**config.mk**
```make
export PLATFORM = sky130hd
export DESIGN_NAME = mmio_selfcheck
export DESIGN_NICKNAME = d
export VERILOG_FILES = /design/src/rtl/selfcheck_pkg.sv /design/src/rtl/sat_counter8.sv /design/src/rtl/mmio_selfcheck.sv
export SDC_FILE = /design/constraint.sdc
export NUM_CORES = 1
export LEC_CHECK = 0
export ABC_AREA = 1
export BUFFER_PORTS_ARGS = -buffer_cell sky130_fd_sc_hd__buf_2
export CORE_MARGIN = 4
export CORE_UTILIZATION = 35
export CTS_CLUSTER_DIAMETER = 60
export DETAILED_ROUTE_END_ITERATION = 7
export PLACE_DENSITY = 0.62
export SETUP_SLACK_MARGIN = 0.1
export SLEW_MARGIN = 10
export SYNTH_ARGS = -nofsm -noshare
export SYNTH_HDL_FRONTEND = slang
export SYNTH_SLANG_ARGS = --single-unit
```
**constraint.sdc**
```tcl
create_clock -name clk -period 2.46 [get_ports clk]
set_clock_uncertainty 0.1 [all_clocks]
set_input_delay 0 -clock clk [delete_from_list [all_inputs] [get_ports clk]]
set_output_delay 0 -clock clk [all_outputs]
set_load 0.1 [all_outputs]
```
**src/rtl/selfcheck_pkg.sv**
```systemverilog
// Purpose: shared types, constants and expected-result table for the MMIO self-check responder.
// Latency: n/a (package only).
// Backpressure: n/a (package only).
package selfcheck_pkg;

    // Largest number of result slots the responder can be built with.
    localparam int MAX_CHECKS = 16;

    // first_fail_idx value used when the first failure is not tied to a slot:
    // a duplicate write, an out-of-window store, or a timeout.
    localparam logic [4:0] NO_SLOT = 5'd31;

    typedef enum logic [1:0] {
        ST_IDLE = 2'd0,
        ST_RUN  = 2'd1,
        ST_PASS = 2'd2,
        ST_FAIL = 2'd3
    } state_t;

    // Result of decoding a store/load address against the slot window.
    typedef struct packed {
        logic       in_win;
        logic [3:0] idx;
    } slot_dec_t;

    // Expected results of the branch/upper-immediate directed program.
    // Slots past the program's result count are never in-window.
    function automatic logic [31:0] expected_val(input logic [3:0] idx);
        logic [31:0] v;
        case (idx)
            4'd0, 4'd1, 4'd2, 4'd3, 4'd4, 4'd5: v = 32'd1;
            4'd6:                               v = 32'h1234_5000;
            4'd7:                               v = 32'h0001_0078;
            default:                            v = 32'd0;
        endcase
        return v;
    endfunction

    // A byte address hits a slot when its offset from the base is word
    // aligned and the word index is below the slot count. Addresses below
    // the base wrap to a huge offset and therefore fall out of the window.
    function automatic slot_dec_t decode_slot(input logic [31:0] adr,
                                              input logic [31:0] base,
                                              input int          num);
        logic [31:0] off;
        slot_dec_t   d;
        off      = adr - base;
        d.in_win = (off[1:0] == 2'b00) && (off[31:2] < 30'(num));
        d.idx    = off[5:2];
        return d;
    endfunction

endpackage

```
**src/rtl/sat_counter8.sv**
```systemverilog
// Purpose: 8-bit event counter that sticks at 255 instead of wrapping.
// Latency: count visible the cycle after the enabled edge.
// Backpressure: none; one increment per cycle at most.
//
// Ports:
//   clk      rising-edge clock
//   rst_n    asynchronous active-low reset, clears the count
//   i_inc    increment enable
//   o_count  current count, registered
module sat_counter8 (
    input  logic       clk,
    input  logic       rst_n,
    input  logic       i_inc,
    output logic [7:0] o_count
);

    logic [7:0] r_count;

    always_ff @(posedge clk or negedge rst_n) begin
        if (!rst_n) begin
            r_count <= 8'd0;
        end else if (i_inc && (r_count != 8'hFF)) begin
            r_count <= r_count + 8'd1;
        end
    end

    assign o_count = r_count;

endmodule

```
**src/rtl/mmio_selfcheck.sv**
```systemverilog
// Purpose: scores result stores from the core's data-store port against an expected table; exposes verdict/tallies/readback.
// Latency: tallies, verdict and readback all registered, visible the cycle after the store/load edge.
// Backpressure: none; observes one store or load per cycle and never stalls the core.
//
// Ports:
//   clk, rst_n        clock, asynchronous active-low reset
//   memwrite          store strobe, one cycle per store
//   dataadr           store/load byte address
//   writedata         store data
//   readdata          captured slot value for an in-window load, else 0
//   done/pass/fail    verdict (done = PASS or FAIL state)
//   timeout           FAIL was caused by the run timer expiring
//   pass_count        matching first-writes, saturating
//   fail_count        mismatches, duplicates and out-of-window stores, saturating
//   first_fail_idx    slot of the first mismatch, NO_SLOT for other first causes
import selfcheck_pkg::*;

module mmio_selfcheck #(
    parameter logic [31:0] BASE_ADDR      = 32'd200,
    parameter int          NUM_CHECKS     = 8,
    parameter int          TIMEOUT_CYCLES = 280
) (
    input  logic        clk,
    input  logic        rst_n,
    input  logic        memwrite,
    input  logic [31:0] dataadr,
    input  logic [31:0] writedata,
    output logic [31:0] readdata,
    output logic        done,
    output logic        pass,
    output logic        fail,
    output logic        timeout,
    output logic [7:0]  pass_count,
    output logic [7:0]  fail_count,
    output logic [4:0]  first_fail_idx
);

    // Slots at or above NUM_CHECKS are never in-window; masking them in lets
    // the completion test be a plain AND across all MAX_CHECKS bits.
    localparam logic [MAX_CHECKS-1:0] CHECK_MASK =
        MAX_CHECKS'((32'd1 << NUM_CHECKS) - 32'd1);
    localparam logic [15:0] TIMEOUT_LIMIT = 16'(TIMEOUT_CYCLES);

    state_t                r_state;
    state_t                w_state_nxt;
    logic                  r_timeout;
    logic                  r_any_fail;
    logic [4:0]            r_ffi;
    logic [MAX_CHECKS-1:0] r_seen;
    logic [31:0]           r_slot [MAX_CHECKS];
    logic [31:0]           r_readdata;
    logic [15:0]           r_timer;

    slot_dec_t             w_dec;
    logic                  w_dup;
    logic                  w_match;
    logic                  w_store_win;
    logic                  w_store_ok;
    logic                  w_store_fail;
    logic [MAX_CHECKS-1:0] w_seen_nxt;
    logic                  w_all_seen;
    logic                  w_t_hit;
    logic                  w_timing;
    logic                  w_to_set;

    // ------------------------------------------------------------------
    // Store classification
    // ------------------------------------------------------------------
    assign w_dec        = decode_slot(dataadr, BASE_ADDR, NUM_CHECKS);
    assign w_dup        = r_seen[w_dec.idx];
    assign w_match      = (writedata == expected_val(w_dec.idx));
    assign w_store_win  = memwrite && w_dec.in_win;
    // Only a first write to a slot with the right value scores as a pass;
    // every other store (mismatch, duplicate, out-of-window) is a failure.
    assign w_store_ok   = w_store_win && !w_dup && w_match;
    assign w_store_fail = memwrite && !w_store_ok;

    assign w_seen_nxt = r_seen |
                        (w_store_win ? (MAX_CHECKS'(1) << w_dec.idx) : '0);
    assign w_all_seen = &(w_seen_nxt | ~CHECK_MASK);

    // The timer only runs while no verdict has been reached.
    assign w_timing = (r_state == ST_IDLE) || (r_state == ST_RUN);
    assign w_t_hit  = w_timing && (r_timer >= TIMEOUT_LIMIT);

    // ------------------------------------------------------------------
    // Verdict FSM
    // ------------------------------------------------------------------
    // Priority on one edge: a failing store beats the timer (FAIL without
    // timeout), and a completing good store beats the timer (PASS).
    always_comb begin
        w_state_nxt = r_state;
        w_to_set    = 1'b0;
        unique case (r_state)
            ST_IDLE, ST_RUN: begin
                if (w_store_fail) begin
                    w_state_nxt = ST_FAIL;
                end else if (w_store_ok && w_all_seen) begin
                    w_state_nxt = ST_PASS;
                end else if (w_t_hit) begin
                    w_state_nxt = ST_FAIL;
                    w_to_set    = 1'b1;
                end else if (memwrite) begin
                    w_state_nxt = ST_RUN;
                end
            end
            ST_PASS: begin
                if (w_store_fail) begin
                    w_state_nxt = ST_FAIL;
                end
            end
            ST_FAIL: begin
                w_state_nxt = ST_FAIL;
            end
            default: begin
                w_state_nxt = ST_FAIL;
            end
        endcase
    end

    always_ff @(posedge clk or negedge rst_n) begin
        if (!rst_n) begin
            r_state   <= ST_IDLE;
            r_timeout <= 1'b0;
        end else begin
            r_state <= w_state_nxt;
            if (w_to_set) begin
                r_timeout <= 1'b1;
            end
        end
    end

    // ------------------------------------------------------------------
    // Run timer: counts edges while no verdict, holds at all-ones.
    // ------------------------------------------------------------------
    always_ff @(posedge clk or negedge rst_n) begin
        if (!rst_n) begin
            r_timer <= 16'd0;
        end else if (w_timing && (r_timer != 16'hFFFF)) begin
            r_timer <= r_timer + 16'd1;
        end
    end

    // ------------------------------------------------------------------
    // First-failure capture. A timeout also counts as the first failure so
    // that a later mismatch cannot overwrite NO_SLOT.
    // ------------------------------------------------------------------
    always_ff @(posedge clk or negedge rst_n) begin
        if (!rst_n) begin
            r_any_fail <= 1'b0;
            r_ffi      <= NO_SLOT;
        end else if (!r_any_fail) begin
            if (w_store_fail) begin
                r_any_fail <= 1'b1;
                r_ffi      <= (w_store_win && !w_dup) ? {1'b0, w_dec.idx}
                                                      : NO_SLOT;
            end else if (w_to_set) begin
                r_any_fail <= 1'b1;
            end
        end
    end

    // ------------------------------------------------------------------
    // Slot capture and readback. Duplicate writes still overwrite the slot.
    // ------------------------------------------------------------------
    always_ff @(posedge clk or negedge rst_n) begin
        if (!rst_n) begin
            r_seen     <= '0;
            r_readdata <= 32'd0;
            for (int i = 0; i < MAX_CHECKS; i++) begin
                r_slot[i] <= 32'd0;
            end
        end else begin
            r_seen <= w_seen_nxt;
            if (w_store_win) begin
                r_slot[w_dec.idx] <= writedata;
            end
            if (!memwrite && w_dec.in_win) begin
                r_readdata <= r_slot[w_dec.idx];
            end else begin
                r_readdata <= 32'd0;
            end
        end
    end

    // ------------------------------------------------------------------
    // Tallies
    // ------------------------------------------------------------------
    sat_counter8 u_pass_cnt (
        .clk     (clk),
        .rst_n   (rst_n),
        .i_inc   (w_store_ok),
        .o_count (pass_count)
    );

    sat_counter8 u_fail_cnt (
        .clk     (clk),
        .rst_n   (rst_n),
        .i_inc   (w_store_fail),
        .o_count (fail_count)
    );

    assign readdata       = r_readdata;
    assign done           = (r_state == ST_PASS) || (r_state == ST_FAIL);
    assign pass           = (r_state == ST_PASS);
    assign fail           = (r_state == ST_FAIL);
    assign timeout        = r_timeout;
    assign first_fail_idx = r_ffi;

endmodule

```
==> flow_summary.yaml <==
synth:
  synth-simple-area-share_pct: 11.1
  netlist_instances: 2447
  muxShareOfSynthArea_pct: 5.72
  synth_fa_ha_area_share_pct: 0.303
  yosys_warnings: 0
  avgSynthCellArea_sq_um: 10.1
  synth_top_family_by_area: "compound AO/OA/AOI/OAI gates"
  synthesis.area_sq_um: 24800
  synth_fp_nets: 2520
  synth_compound_area_share_pct: 13.0
  synth-edff-count: 0
  synth-seq-cells: 601
  ys_types: 47
  async_flop_share_pct: 100
  synth_xor_area_share_pct: 1.34
  ys.flop_type: "dfrtp_1"
  seq_area_frac_synth_pct: 60.6
worst_setup_path:
  crit_path_end_kind: "register"
  r2r.worst_path.cells: 9
  rr_startpoint: "r_seen[0]"
  crit_fanout: 7
  crit_type: "in -> reg"
  path_cells: "dlygate4sd3_1 > buf_2 > buf_4 > nand2_4 > clkinvlp_4 > nand2_1 > o21ai_0 > o21ai_1 > a21oi_1 > a211oi_2 > nand4_2 > buf_6 > nand3_2 > mux2_2"
  r2r-end: "u_fail_cnt.o_count[7]"
  rrSetupSlack_ps: 360
  cpPeakStageDelay_ps: 540
  cp_data_arrival_time_ps: 2650
  start_kind: "input pin"
  slowest_stage: "dlygate4sd3_1"
  critPathRequiredTime_ps: 2860
job:
  drv_cap: 0
clock_tree:
  clock_latency_ps: 630
  tritoncts: "yes"
  clock_sinks: 601
  clk_pin_slew_ps: 60
  clock_path_buffers: 3
  cts_buffers: 58
  htreeDepth: 2
  clock-root-buffer: "clkbuf_16"
placement:
  routabilityCongestion: 0.833
  dp_cells: 3278
  io_buffers: 123
  place_hpwl_mm: 42.8
min_path:
  whs_endpoint: "r_seen[5]"
  min_path_type: "in -> reg"
  hp-start: "dataadr[30]"
  whs_path_depth: 9
finish:
  drive_gt1_share_pct: 23.2
  nets: 2512
  layout_common_cells: "596 x dfrtp_1, 267 x nand2_1, 251 x o22ai_1"
  nFillCells: 6674
  final_util_pct: 41.7
  final_cell_count_no_fill: 3431
  final_common_cell: "dfrtp_1"
  syn_to_final_growth_pct: 17.9
floorplanning:
  die_area_sq_um: 75200
  coreArea_sq_um: 70100
  rows: 97
  die_h_um: 274
  io-pin-count: 124
  start_util_pct: 35.4
  dieWidth_um: 274
detailed_routing:
  wl_per_cell_um: 19.2
  drt_iter0_drc: 1315
  drc: 0
  vias: 17522
  ant_nets: 0
  via_per_inst: 5.11
  drt_wl_total_mm: 66.0
  firstDrtPassIters: 5
timing:
  tightest_slew_ps: 813
  hold-worst-slack_ps: 10.4
  slew_viol_final: 0
  finalHoldViolCount: 0
  max_freq_ghz: 0.444
  finalSetupViolations: 0
  rsz0062_at_grt: "yes"
  fin_crit_sh_pct: 91.6
  slew_headroom_pct: 45.8
  finalCriticalPeriod_ps: 2250
pwr:
  powerDensity_nw_per_um2: 743
  p_leak_nw: 14.4
  ir_drop_mv: 0.551
global_routing:
  first_global_vias: 18200
  grt_max_degree: 85
  antenna_found_initial: 12
  grt_pass1_wl_mm: 104
  grt_overflow: 0
  track_usage_pct: 17.4
status:
  status: "finished, final reports clean"
report_power, final:
group          switching (mW)  internal (mW)
registers              0.0791           9.96
logic                    1.64          0.603
clock network            3.86           5.60
total                    5.57           16.2
cell families (layout without fill, tap and decap cells):
family	count (synthesis)	in the layout
AND/OR/NAND/NOR	607	607
flip-flops	601	601
AO/OA/AOI/OAI	561	561
other	0	6
buffers and inverters	508	546
multiplexers	126	126
XOR/XNOR	38	38
adder cells (fa/ha/maj)	6	6
state kept, by name, indices dropped and copies added (netlist names):
register / flops
r_timer: 16
r_seen: 16
r_state: 2
u_pass_cnt.o_count: 8
r_any_fail: 1
timeout: 1
u_fail_cnt.o_count: 8
first_fail_idx: 5
r_slot: 512
readdata: 32
cells in the mapped netlist, types with 18 or more instances:
cell      instances  share of area, %
xor2_1           31               1.1
clkbuf_1        332               5.0
o21ai_0         185               3.7
a21oi_1          44              0.89
nand4_1          54               1.4
buf_2            18              0.36
nand3_1          48              0.97
o22ai_1         251               6.3
buf_1            25              0.38
dfrtp_1         596                60
inv_1           116               1.8
nand2_1         273               4.1
o21ai_1          55               1.1
mux2_2          126               5.7
nor2_1          164               2.5
final cells by class:
type,instances,area (sq um),share of cell area [%]
sequential,601,15000,51.4
inverter,128,489,1.67
antenna,6,15.0,0.0513
timing repair buffer,312,2570,8.78
tap,940,1180,4.02
multi-input combinational,1338,7920,27.1
clock buffer,82,1670,5.71
clock inverter,24,374,1.28
worst max path at each step:
stage,from,endpoint,slack [ps],depth (start not counted)
after CTS,dataadr[2],u_fail_cnt.o_count[7],110,16
after global routing,dataadr[29],u_pass_cnt.o_count[5],60,18
final,dataadr[2],u_fail_cnt.o_count[7],210,14
after global placement,dataadr[3],u_pass_cnt.o_count[6],-230,20
after detailed placement,dataadr[4],u_fail_cnt.o_count[7],-330,18
after floorplan,u_fail_cnt.o_count[0],u_fail_cnt.o_count[7],100,6
routing by layer:
| metal | GRT usage (%) | part of all wire [%] |
|---|---|---|
| met5 | 0 | 0.089 |
| met3 | 3.69 | 6.1 |
| met4 | 4.82 | 2.5 |
| met1 | 24.4 | 46 |
| met2 | 27.6 | 46 |
worst max-delay path: cells and delay by family:
kind / cells / cell delay, ps
multiplexers: 1 / 360
AO/OA/AOI/OAI: 4 / 560
AND/OR/NAND/NOR: 4 / 480
buffers and inverters: 5 / 1240
per-stage QoR:
step,setup TNS (ps),power [mW],area [sq um],worst slack [ps]
detailed placement,-33140,12.4,26700,-331
global placement,-27710,12.4,26700,-230
CTS,0,21.9,29200,113
finish,0,21.7,29300,206
floorplan,0,11.5,24800,104
global route,0,22.6,29300,64.7
what timing repair did:
item / in CTS / in global routing
pin swaps: 0 / 3
hold endpoints to repair: 878 / 0
hold buffers: 40 / 0
endpoints found under the setup margin: 2 / 188
resized for setup: 1 / 22
buffers inserted: 0 / 1
No activity file was read; power rests on OpenSTA's default activity.
